### config.mk
export PLATFORM = sky130hd
export DESIGN_NAME = fifo2write_region
export DESIGN_NICKNAME = d
export VERILOG_FILES = /design/src/rtl/fifo2write_region.sv
export SDC_FILE = /design/constraint.sdc
export NUM_CORES = 2
export LEC_CHECK = 0
export BUFFER_PORTS_ARGS = -buffer_cell sky130_fd_sc_hd__clkbuf_2
export CAP_MARGIN = 20
export CORE_AREA = 2 2 424 426
export CTS_BUF_LIST = sky130_fd_sc_hd__clkbuf_8
export CTS_CLUSTER_SIZE = 24
export DETAILED_ROUTE_END_ITERATION = 8
export DIE_AREA = 0 0 426 428
export PLACE_DENSITY = 0.37
export RECOVER_POWER = 25
export SYNTH_ARGS = -nofsm -noshare
export SYNTH_HDL_FRONTEND = slang
export SYNTH_SLANG_ARGS = --single-unit
### constraint.sdc
create_clock -name clk -period 7.15 [get_ports clk]
set_clock_uncertainty 0.1 [all_clocks]
set_input_delay 0.3575 -clock clk [delete_from_list [all_inputs] [get_ports clk]]
set_output_delay 0.3575 -clock clk [all_outputs]
set_load 0.05 [all_outputs]
### src/rtl/fifo2write_region.sv
// fifo2write_region: drains a synchronous FIFO into a BRAM region.
// Lines land at consecutive addresses starting at a base offset. The address
// sequence is replayed `iterations` times, so a later pass overwrites an
// earlier one. Reads are gated so the FIFO is never popped beyond the total
// line count of the operation.
//
//   state    | meaning
//   ---------+-----------------------------------------------------------
//   S_IDLE   | waiting for op_start; config is captured on launch
//   S_RUN    | issuing FIFO reads and writing returned lines to the region
//   S_FINISH | one-cycle op_done pulse, busy already low
module fifo2write_region #(
  parameter int WIDTH      = 512,
  parameter int LOG2_DEPTH = 10
) (
  input  logic                  clk,
  input  logic                  reset,
  input  logic                  op_start,
  input  logic [31:0]           configreg,
  input  logic [15:0]           iterations,
  output logic                  fifo_re,
  input  logic                  fifo_rvalid,
  input  logic [WIDTH-1:0]      fifo_rdata,
  input  logic                  fifo_empty,
  output logic                  region_we,
  output logic [LOG2_DEPTH-1:0] region_waddr,
  output logic [WIDTH-1:0]      region_wdata,
  output logic                  busy,
  output logic                  op_done
);

  typedef enum logic [1:0] {
    S_IDLE   = 2'd0,
    S_RUN    = 2'd1,
    S_FINISH = 2'd2
  } state_t;

  state_t r_state;
  state_t w_state_next;

  logic [LOG2_DEPTH-1:0] r_base;
  logic [15:0]           r_len;
  logic [15:0]           r_line_idx;
  logic [31:0]           r_total;
  logic [31:0]           r_issued;
  logic [31:0]           r_written;
  logic                  r_we;
  logic [LOG2_DEPTH-1:0] r_waddr;
  logic [WIDTH-1:0]      r_wdata;

  logic [31:0] w_total_in;
  logic        w_launch;
  logic        w_accept;
  logic        w_last_write;
  logic [15:0] w_line_inc;
  logic        w_unused_cfg;

  // LEN*ITER fits in 32 bits, so the product can never overflow.
  assign w_total_in   = 32'(configreg[31:16]) * 32'(iterations);
  assign w_launch     = (r_state == S_IDLE) && op_start;
  // Read data is only written while running; stray valids are dropped.
  assign w_accept     = (r_state == S_RUN) && fifo_rvalid;
  // The write currently presented is the final one of the operation.
  assign w_last_write = r_we && (r_written == (r_total - 32'd1));
  assign w_line_inc   = r_line_idx + 16'd1;
  // Only the low LOG2_DEPTH bits of the base field are meaningful.
  assign w_unused_cfg = ^configreg;

  assign region_we    = r_we;
  assign region_waddr = r_waddr;
  assign region_wdata = r_wdata;

  // State register with synchronous reset; reset beats a coincident op_start.
  always_ff @(posedge clk) begin
    if (reset) begin
      r_state <= S_IDLE;
    end else begin
      r_state <= w_state_next;
    end
  end

  // Next-state logic: an empty operation skips RUN and completes immediately.
  always_comb begin
    w_state_next = r_state;
    case (r_state)
      S_IDLE: begin
        if (op_start) begin
          w_state_next = (w_total_in == 32'd0) ? S_FINISH : S_RUN;
        end
      end
      S_RUN: begin
        if (w_last_write) begin
          w_state_next = S_FINISH;
        end
      end
      S_FINISH: begin
        w_state_next = S_IDLE;
      end
      default: begin
        w_state_next = S_IDLE;
      end
    endcase
  end

  // Status outputs and read issue; the issued-count gate prevents over-reads.
  always_comb begin
    busy    = (r_state == S_RUN);
    op_done = (r_state == S_FINISH);
    fifo_re = (r_state == S_RUN) && !fifo_empty && (r_issued < r_total);
  end

  // Config capture, progress counters and the registered region write port.
  always_ff @(posedge clk) begin
    if (reset) begin
      r_base     <= '0;
      r_len      <= '0;
      r_total    <= '0;
      r_issued   <= '0;
      r_written  <= '0;
      r_line_idx <= '0;
      r_we       <= 1'b0;
      r_waddr    <= '0;
      r_wdata    <= '0;
    end else begin
      if (w_launch) begin
        r_base     <= configreg[LOG2_DEPTH-1:0];
        r_len      <= configreg[31:16];
        r_total    <= w_total_in;
        r_issued   <= '0;
        r_written  <= '0;
        r_line_idx <= '0;
      end else begin
        if (fifo_re) begin
          r_issued <= r_issued + 32'd1;
        end
        if (r_we) begin
          r_written <= r_written + 32'd1;
        end
        if (w_accept) begin
          r_line_idx <= (w_line_inc == r_len) ? 16'd0 : w_line_inc;
        end
      end
      r_we <= w_accept;
      if (w_accept) begin
        // Address wraps naturally modulo the region size.
        r_waddr <= r_base + r_line_idx[LOG2_DEPTH-1:0];
        r_wdata <= fifo_rdata;
      end
    end
  end

endmodule

==> run_results.csv <==
group,metric,value,unit
job,maxCapViolations,2,
run_status,outcome,"finished with violations",
timing,tightest_slew,2.79,ns
yosys,yosys_most_used_dff,"dfxtp_1",
worst_setup_path,slowest_stage,"fa_1",
pwr,vdd_drop_max,668,uV
run_status,failed_checks,"capacitance limit, slew limit",
layout,n_fill_cell,19700,
floorplanning,dieArea,0.182,mm2
yosys,avgSynthCellArea,8.12,um2
yosys,synth-edff-count,0,
route,ant_nets,0,
timing,setup_slack,0.400,ns
worst_hold_path,holdCritPathClass,"in -> reg",
global_route,track_usage,0.232,
yosys,seq_area_frac_synth,0.386,
layout,layout.area.seq,0.0133,mm2
route,drt-wirelength-per-cell,26.1,um
worst_setup_path,crit_type,"in -> reg",
pwr,total_power,0.0220,W
timing,rsz0062_at_grt,"false",
yosys,syn_inst,4231,
worst_setup_path,critPathMaxStageDelay,0.57,ns
route,via_per_inst,4.38,
route,wl,218,mm
yosys,synth.top_cell.area_share,0.386,
worst_setup_path,end_kind,"register",
layout,multi_input_area,0.0193,mm2
worst_setup_path,cp_cell_sequence,"dlygate4sd3_1, clkbuf_2, nand2_1, fa_1, fa_1, fa_1, fa_1, fa_1, fa_1, inv_1, ha_1, nand4_1, or2_2, o21bai_1, o211a_1, o22ai_1, nor4_1, buf_4, nand4_1, nor4bb_1, o221ai_1",
cts,cts_buffer_depth,3,
place,dp_slack,0.0762,ns
yosys,syn_area,0.0344,mm2
timing,setup_viol,0,
route,via_count,36800,
yosys,synth_top_area_cell,"dfxtp_1",
yosys,synth.top_cells.by_area,"dfxtp_1 39%, nand2_1 14%, fa_1 11%",
worst_setup_path,arrival,7.35,ns
yosys,syn_nets,5139,
floorplanning,fp-row-count,155,
route,drtIter0Drc,2387,
cts,root_buffer,"clkbuf_8",
worst_setup_path,crit_top_cell,"fa_1",
global_route,antenna_found_initial,57,
layout,final_common_cell,"nand2_1",
global_route,grt_pass1_wl,296,mm
yosys,yosysWarningCount,0,
floorplanning,core-area,0.178,mm2
layout,nets,6813,
timing,slew_headroom,-0.862,
timing,tns,0,ns
pwr,leakagePower,21.3,nW
place,routabilityCongestion,0.940,
cts,post_cts_buffers,0,
cts,cts_max_level,4,
layout,area_delta_synth_final,49.2,%
worst_setup_path,worst_ep_required_time,7.75,ns
place,port_buffers,1084,
yosys,synth_async_sr_flop_share,0,
floorplanning,fp.dieW,426,um
cts,clk_latency,0.89,ns
place,place_hpwl,176,mm
global_route,grt_max_degree,192,
cts,tritoncts.num_buffers,139,
global_route,grt_pass1_vias,36800,
timing,fmax,148,MHz
cts,path_clk_slew,0.05,ns
floorplanning,start_util,0.193,
cts,cts_tree,"done",
floorplanning,ios,1091,
worst_setup_path,start_kind,"input pin",
cts,cts_sinks,663,
layout,layout-drive-gt1-share,0.181,
route,drc,0,
timing,period_share,0.944,
yosys,synth_seq_cells,663,
pwr,power_density,428,mW/mm2
route,dr.pass1.iters,5,
cts,cts-resized-gates,0,
global_route,grt_overflow,0,
worst_setup_path,worstPathMaxFanout,17,
yosys,synth.distinct_cells,70,
timing,hold_viol,0,
timing,slew_viol_final,110,
floorplanning,die_h,428,um
layout,final_cell_mix,"1307 x nand2_1, 800 x clkbuf_2, 663 x dfxtp_1",
timing,period_needed,6.75,ns
## repair_timing
item,4_1_cts,5_1_grt
hold endpoints to repair,551,0
hold buffers,650,0
setup endpoints to repair,0,0
## kinds of logic (layout without fill, tap and decap cells)
kind of cell               Yosys count  in the layout  synth area share
and+or+nand+nor                   1753           1753             0.219
AOI/OAI and AO/OA                  856            856             0.140
DFF                                663            663             0.386
buffers and inverters              485           2258            0.0536
adders and majority gates          343            343             0.167
xor gates and xnor gates           125            125            0.0323
muxes                                6              6           0.00182
other                                0             26                 0
## per-stage QoR
step / instance area, um2 / cells / hold slack, ns / utilization
global placement: 42300 / 7469 / 0.342 / 0.238
detailed placement: 42300 / 7469 / 0.346 / 0.238
global route: 51300 / 8376 / 0.0630 / 0.289
CTS: 51600 / 8359 / 0.00599 / 0.290
floorplan: 34400 / 4231 / 0.356 / -
finish: 51300 / 8385 / 0.135 / 0.289
## flip-flops by register name, summed over array words and instances, names as in the netlist
name          count
r_line_idx       16
region_waddr     10
r_issued         32
region_we         1
region_wdata    512
r_total          32
r_state           2
r_written        32
r_len            16
r_base           10
## where the power goes
group,switching (W),total (W),internal (W)
Sequential,0.000357,0.00454,0.00419
Combinational,0.00858,0.0132,0.00465
Clock,0.00195,0.00418,0.00223
## metal layers
| layer | wire, um | GRT usage | share of wire | vias to the layer above |
|---|---|---|---|---|
| met3 | 19200 | 0.0830 | 0.088 | 275 |
| met5 | 8 | 0 | 0.000037 | - |
| li1 | - | - | - | 17300 |
| met1 | 86100 | 0.268 | 0.39 | 18000 |
| met4 | 7770 | 0.0816 | 0.036 | 2 |
| met2 | 105000 | 0.394 | 0.48 | 1232 |
## critical path, delay by kind of cell
kind | cells | cell delay [ns]
AND/OR/NAND/NOR | 6 | 1.42
AO/OA/AOI/OAI | 4 | 0.94
buffers and inverters | 4 | 1.20
adder cells (fa/ha/maj) | 7 | 3.43
## synthesized netlist by cell type, types with 6 or more instances
cell,number
dfxtp_1,663
a31oi_1,6
a21o_1,22
xnor2_1,75
o211ai_1,13
o31ai_1,16
a21oi_1,606
nand2_1,1308
o221ai_1,6
o22ai_1,12
nor2_1,93
or4_1,17
and4_1,10
inv_1,217
nor4b_1,6
xor2_1,49
nand3_1,42
a211oi_1,14
a22o_1,25
and2_1,98
or3_1,25
fa_1,195
ha_1,148
nand2b_1,13
buf_2,13
nor3_1,30
nor2b_1,9
nand4_1,39
clkbuf_1,251
nor4_1,19
o21ai_0,82
and3_1,20
o21a_1,7
## path summary, 6_finish.rpt
| kind | startpoint | end | slack, ns | cells after the start |
|---|---|---|---|---|
| worst max-delay path | configreg[25] | r_state[0] | 0.40 | 21 |
| worst min-delay path | fifo_rdata[219] | region_wdata[219] | 0.13 | 4 |
| worst max register to register | r_line_idx[0] | r_line_idx[11] | 2.80 | 10 |
| worst min register to register | region_waddr[5] | region_waddr[5] | 0.35 | 2 |
## final cells by class
cell class                      instances  area share
Antenna cell                           26     0.00127
Clock buffer                          175      0.0470
Clock inverter                         65     0.00678
Inverter                              217      0.0159
Multi-Input combinational cell       3083       0.376
Sequential cell                       663       0.259
Tap cell                             2355      0.0575
Timing Repair Buffer                 1801       0.237
(Power assumes the default switching activity.)
